[src/rtl/led_sched_pkg.sv]
// Shared encodings and seed constants for the LED scheduler.
package led_sched_pkg;

  typedef enum logic [1:0] {
    SHOOT  = 2'd0,
    BOUNCE = 2'd1,
    FILL   = 2'd2,
    OFF    = 2'd3
  } mode_t;

  typedef enum logic [1:0] {
    ANIM     = 2'd0,
    NOTIFY   = 2'd1,
    OVERRIDE = 2'd2
  } arb_state_t;

  localparam logic [7:0] SEED_SHOOT  = 8'h05;
  localparam logic [7:0] SEED_BOUNCE = 8'h01;
  localparam logic [7:0] SEED_FILL   = 8'h00;
  localparam logic [7:0] SEED_OFF    = 8'h00;

  function automatic mode_t next_mode(mode_t m);
    case (m)
      SHOOT:   return BOUNCE;
      BOUNCE:  return FILL;
      FILL:    return OFF;
      default: return SHOOT;
    endcase
  endfunction

  function automatic logic [7:0] mode_seed(mode_t m);
    case (m)
      SHOOT:   return SEED_SHOOT;
      BOUNCE:  return SEED_BOUNCE;
      FILL:    return SEED_FILL;
      default: return SEED_OFF;
    endcase
  endfunction

endpackage

[src/rtl/led_scheduler_btn_debounce.sv]
// One button: 2-flop synchroniser, stability counter, and a press pulse on the debounced rise.
module btn_debounce #(
  parameter int unsigned DEBOUNCE_CYC = 64000
) (
  input  logic clk,
  input  logic rst,
  input  logic btn_n,
  output logic pressed,
  output logic press
);
  localparam int unsigned CW = $clog2(DEBOUNCE_CYC + 1);

  logic          sync1;
  logic          sync2;
  logic [CW-1:0] cnt;
  logic          raw_pressed;

  assign raw_pressed = ~sync2;

  always_ff @(posedge clk or posedge rst) begin
    if (rst) begin
      sync1   <= 1'b1;
      sync2   <= 1'b1;
      cnt     <= '0;
      pressed <= 1'b0;
      press   <= 1'b0;
    end else begin
      sync1 <= btn_n;
      sync2 <= sync1;
      press <= 1'b0;
      // Counter only runs while the synced level disagrees with the debounced one.
      if (raw_pressed == pressed) begin
        cnt <= '0;
      end else if (cnt == CW'(DEBOUNCE_CYC - 1)) begin
        cnt     <= '0;
        pressed <= raw_pressed;
        press   <= raw_pressed;
      end else begin
        cnt <= cnt + 1'b1;
      end
    end
  end

endmodule

[src/rtl/led_scheduler.sv]
// Shares the 8 LEDs between button override, one-shot notifications and a background animation.
module led_scheduler
  import led_sched_pkg::*;
#(
  parameter int unsigned STEP_DIV     = 160000,
  parameter int unsigned DEBOUNCE_CYC = 64000,
  parameter int unsigned NOTIFY_STEPS = 8
) (
  input  logic       clk,
  input  logic       rst,
  input  logic [4:0] btn_n,
  input  logic       notify_req,
  input  logic [7:0] notify_pattern,
  output logic       notify_ack,
  output logic [7:0] led,
  output logic [1:0] mode,
  output logic [1:0] speed
);
  localparam int unsigned PW = $clog2(STEP_DIV * 8);
  localparam int unsigned NW = $clog2(NOTIFY_STEPS + 1);

  logic [4:0] pressed;
  logic [4:0] press;
  logic       unused_press;

  for (genvar i = 0; i < 5; i++) begin : g_db
    btn_debounce #(.DEBOUNCE_CYC(DEBOUNCE_CYC)) u_db (
      .clk    (clk),
      .rst    (rst),
      .btn_n  (btn_n[i]),
      .pressed(pressed[i]),
      .press  (press[i])
    );
  end

  assign unused_press = press[0] ^ press[4];

  logic [PW-1:0] presc;
  logic [1:0]    speed_q;
  mode_t         mode_q;
  mode_t         mode_nxt;
  logic [7:0]    pat;
  logic          dir_right;
  logic [7:0]    pat_step;
  logic          dir_step;
  logic          tick;
  logic          speed_up;
  logic          speed_dn;
  logic          mode_chg;

  assign mode  = mode_q;
  assign speed = speed_q;

  always_comb begin
    tick     = (presc == PW'((STEP_DIV << speed_q) - 1));
    speed_up = press[3] & ~press[2] & (speed_q != 2'd3);
    speed_dn = press[2] & ~press[3] & (speed_q != 2'd0);
    mode_chg = press[1];
    mode_nxt = next_mode(mode_q);
    pat_step = pat;
    dir_step = dir_right;
    case (mode_q)
      SHOOT:  pat_step = {pat[6:0], pat[7]};
      BOUNCE: begin
        if (!dir_right) begin
          pat_step = pat << 1;
          dir_step = pat[6];
        end else begin
          pat_step = pat >> 1;
          dir_step = ~pat[1];
        end
      end
      FILL:    pat_step = (pat == 8'hFF) ? 8'h00 : {pat[6:0], 1'b1};
      default: pat_step = 8'h00;
    endcase
  end

  always_ff @(posedge clk or posedge rst) begin
    if (rst) begin
      presc     <= '0;
      speed_q   <= 2'd0;
      mode_q    <= SHOOT;
      pat       <= SEED_SHOOT;
      dir_right <= 1'b0;
    end else begin
      presc <= (tick || mode_chg || speed_up || speed_dn) ? '0 : presc + 1'b1;
      if (speed_up) begin
        speed_q <= speed_q + 2'd1;
      end else if (speed_dn) begin
        speed_q <= speed_q - 2'd1;
      end
      if (mode_chg) begin
        mode_q    <= mode_nxt;
        pat       <= mode_seed(mode_nxt);
        dir_right <= 1'b0;
      end else if (tick) begin
        pat       <= pat_step;
        dir_right <= dir_step;
      end
    end
  end

  arb_state_t    state;
  arb_state_t    state_next;
  logic          susp;
  logic          susp_next;
  logic [NW-1:0] ncnt;
  logic [NW-1:0] ncnt_next;
  logic [7:0]    npat;
  logic [7:0]    npat_next;
  logic [7:0]    led_next;

  always_comb begin
    state_next = state;
    susp_next  = susp;
    ncnt_next  = ncnt;
    npat_next  = npat;
    notify_ack = 1'b0;
    // A notification with steps left is parked under the override and resumed afterwards.
    if (pressed[0]) begin
      state_next = OVERRIDE;
      if (state == NOTIFY && ncnt != '0) begin
        susp_next = 1'b1;
      end
    end else begin
      case (state)
        OVERRIDE: begin
          state_next = susp ? NOTIFY : ANIM;
          susp_next  = 1'b0;
        end
        NOTIFY: begin
          if (ncnt == '0) begin
            state_next = ANIM;
          end else if (tick) begin
            ncnt_next = ncnt - 1'b1;
          end
        end
        default: begin
          if (notify_req && !rst) begin
            notify_ack = 1'b1;
            npat_next  = notify_pattern;
            ncnt_next  = NW'(NOTIFY_STEPS);
            state_next = NOTIFY;
          end
        end
      endcase
    end
    case (state_next)
      OVERRIDE: led_next = {3'b000, pressed};
      NOTIFY:   led_next = npat_next;
      default:  led_next = pat;
    endcase
  end

  always_ff @(posedge clk or posedge rst) begin
    if (rst) begin
      state <= ANIM;
      susp  <= 1'b0;
      ncnt  <= '0;
      npat  <= '0;
      led   <= '0;
    end else begin
      state <= state_next;
      susp  <= susp_next;
      ncnt  <= ncnt_next;
      npat  <= npat_next;
      led   <= led_next;
    end
  end

endmodule
[config.mk]
export PLATFORM = sky130hd
export DESIGN_NAME = led_scheduler
export DESIGN_NICKNAME = d
export VERILOG_FILES = /design/src/rtl/led_sched_pkg.sv /design/src/rtl/led_scheduler_btn_debounce.sv /design/src/rtl/led_scheduler.sv
export SDC_FILE = /design/constraint.sdc
export NUM_CORES = 1
export LEC_CHECK = 0
export ABC_AREA = 1
export CAP_MARGIN = 20
export CORE_MARGIN = 4
export CORE_UTILIZATION = 30
export DETAILED_ROUTE_END_ITERATION = 8
export PLACE_DENSITY = 0.48
export RECOVER_POWER = 25
export SLEW_MARGIN = 5
export SYNTH_ARGS = -nofsm -noshare
export SYNTH_HDL_FRONTEND = slang
export SYNTH_SLANG_ARGS = --single-unit
[constraint.sdc]
create_clock -name clk -period 5.5 [get_ports clk]
set_input_delay 1.1 -clock clk [delete_from_list [all_inputs] [get_ports clk]]
set_output_delay 1.1 -clock clk [all_outputs]
set_load 0.1 [all_outputs]
==> results.yml <==
yosys:
  synth-seq-cells: 155
  yosysTopAreaCellShare_pct: 45.32
  yosysMostFrequentCell: "nand2_1"
  synth_flop_cell: "dfrtp_1"
  netlist_top_cells_area: "dfrtp_1, nand2_1, nor2_1, inv_1, xor2_1"
  yosysWarnings: 0
  ys_seq_area_share_pct: 49.31
  synth.distinct_cells: 39
  netlist_instances: 973
  syn_area_um2: 7896
  syn_nets: 1011
  synth_common_cells: "nand2_1, nor2_1, inv_1"
  synth_edf_count: 0
  yosysTopAreaCell: "dfrtp_1"
  synthArstFlopShare_pct: 100.0
  syn_area_per_cell_um2: 8.115
hold_path:
  min_path_type: "flip-flop to flip-flop"
status:
  violations: "max-capacitance violations, max-slew violations"
  status: "complete, but fails checks"
final_layout:
  diodes: 0
  syn2layout_area_growth_pct: 16.34
  final_layout_size_suffix_gt1_share_pct: 5.922
  fill_cells: 2740
  nets: 1055
  finalInstanceArea_um2: 9186
  fin_cells: 1365
clocking:
  hold_buffers: 0
  cts_tree: "built"
  ctsResizeCount: 0
  cts_root_buf: "clkbuf_16"
  cts.clk_slew.worst_paths_ns: 0.06
  numCtsBuffers: 17
  clock_sinks: 155
  htree_levels: 4
  cts_buffer_depth: 2
  cts_setup_buffers: 0
  worstSkewPairLatency_ns: 0.43
power:
  cellPowerDensity_nw_per_um2: 327.1
  ir_drop_v: 0.0002524
  power_leakage_nw: 4.203
global_routing:
  met1_usage_pct: 16.62
  top_usage_layer: "met2"
  grt_pass1_wl_um: 29260
  grt_max_degree: 104
  grt_util_all_layers_pct: 12.33
  grtUsageMet3_pct: 2.276
  grt_pass1_vias: 6002
  overflow: 0
  use_met2_pct: 20.17
  antenna_found_initial: 0
routing:
  wl_per_cell_um: 12.13
  ant_nets: 0
  via_per_inst: 4.378
  drt_wl_total_um: 16560
  detail_route.iter0.violations: 310
  dr.pass1.iters: 6
  via_count: 5976
  drc: 0
critical_path:
  end_kind: "primary output"
  cp_common_cell: "buf_4"
  path_cells: "dlygate4sd3_1, nor2_1, nand3_1, buf_4, inv_1, buf_4"
  cp_max_fo: 14
  critical_path_required_ns: 4.40
  cp-start-kind: "input pin"
  cpMaxStageDelayCell: "dlygate4sd3_1"
  crit_family: "buffers and inverters"
  max_stage_delay_ns: 0.58
  worstPathArrival_ns: 2.76
  crit_type: "input pin to primary output"
  cp_num_buf_inv: 4
sta:
  tightest_slew_ns: 2.226
  slew_headroom_pct: -48.42
  hold_viol_final: 0
  min_period_ns: 3.861
  maxSlewViolCount: 104
  setup_viol: 0
  setup_tns_ns: 0
  rsz0062_at_grt: "no"
  period_share_pct: 70.20
  clock.fmax_mhz: 259.0
  final.setup_skew_ns: 0.01184
placed_design:
  hpwl_um: 11890
  placed_area_um2: 8578
  dp_cells: 1332
  io_buffers: 28
  place_congestion: 0.7991
floorplanning:
  die_x_um: 170.2
  rows: 59
  die_h_um: 170.2
  ios: 29
  start_util_pct: 30.39
  die-area_um2: 28980
  core_area_um2: 25980
flow_run:
  drv_cap: 1
## sequential cells by signal, indices dropped and copies added (netlist names), 5 cells and up
register           cells
led                    8
pat                    8
g_db.u_db.sync2        5
presc                 21
g_db.u_db.cnt         80
g_db.u_db.sync1        5
npat                   8
g_db.u_db.pressed      5
## layout make-up
| cell class | count | area, µm² | share of cell area (%) |
|---|---|---|---|
| clock buffer | 17 | 425.4 | 4.631 |
| tap | 335 | 419.2 | 4.563 |
| clock inverter | 15 | 201.4 | 2.193 |
| sequential | 155 | 3894 | 42.39 |
| timing repair buffer | 32 | 315.3 | 3.432 |
| inverter | 150 | 566.8 | 6.170 |
| multi-input combinational | 661 | 3364 | 36.62 |
## logic make-up after synthesis
kind of cell               synth area share (%)
and+or+nand+nor                           26.46
xor gates and xnor gates                  5.879
buffers and inverters                     7.669
AOI/OAI and AO/OA                         7.194
DFF                                       49.31
adders and majority gates                 3.486
## routing by layer
| layer | up-vias | wire [µm] | share of wire (%) |
|---|---|---|---|
| met5 | - | 0 | 0 |
| met4 | 0 | 274 | 1.7 |
| met3 | 13 | 409 | 2.5 |
| met2 | 51 | 7727 | 47 |
| li1 | 3168 | - | - |
| met1 | 2744 | 8152 | 49 |
## stage by stage
stage / worst slack, ns / hold slack, ns / util [%] / total power, mW
global route: 1.526 / 0.3623 / 35.35 / 3.171
finish: 1.639 / 0.3570 / 35.35 / 3.005
floorplan: 0.2417 / 0.3452 / - / 1.646
global placement: 1.695 / 0.3472 / 33.01 / 1.773
CTS: 1.699 / 0.3599 / 35.42 / 3.060
detailed placement: 1.706 / 0.3507 / 33.01 / 1.781
## worst paths after layout
path | from | end | cells after the start | slack (ns)
setup / recovery | rst | notify_ack | 6 | 1.64
setup reg to reg | speed[1]$_DFFE_PP0P_ | presc[4]$_DFF_PP0_ | 9 | 2.98
min in group asynchronous | rst | g_db[3].u_db.cnt[5]$_DFF_PP0_ | 2 | 1.84
hold / removal | g_db[0].u_db.sync1$_DFF_PP1_ | g_db[0].u_db.sync2$_DFF_PP1_ | 0 | 0.36
max in group asynchronous | rst | g_db[3].u_db.sync2$_DFF_PP1_ | 3 | 2.31
hold reg to reg | g_db[0].u_db.sync1$_DFF_PP1_ | g_db[0].u_db.sync2$_DFF_PP1_ | 0 | 0.36
## layout by cell type, fill, tap and decap left out, drive strengths merged
master,count
a211oi,1
a21oi,40
a22o,1
a31oi,3
and2,1
and3,3
buf,5
bufinv,3
clkbuf,17
clkdlybuf4s50,21
clkinv,3
clkinvlp,2
dfrtp,143
dfstp,12
dlygate4sd3,6
ha,22
inv,157
nand2,208
nand3,50
nand3b,3
nand4,15
nor2,153
nor3,29
nor3b,6
nor4,6
o211a,1
o21a,1
o21ai,48
o221ai,5
o22ai,5
or2,7
xnor2,16
xor2,37
## power by group
group	switching, mW	internal, mW	leakage [nW]
Combinational	0.338	0.145	1.84
Clock	0.525	0.734	0.306
Sequential	0.0444	1.22	2.06
Power figures use the tool's default switching activity.
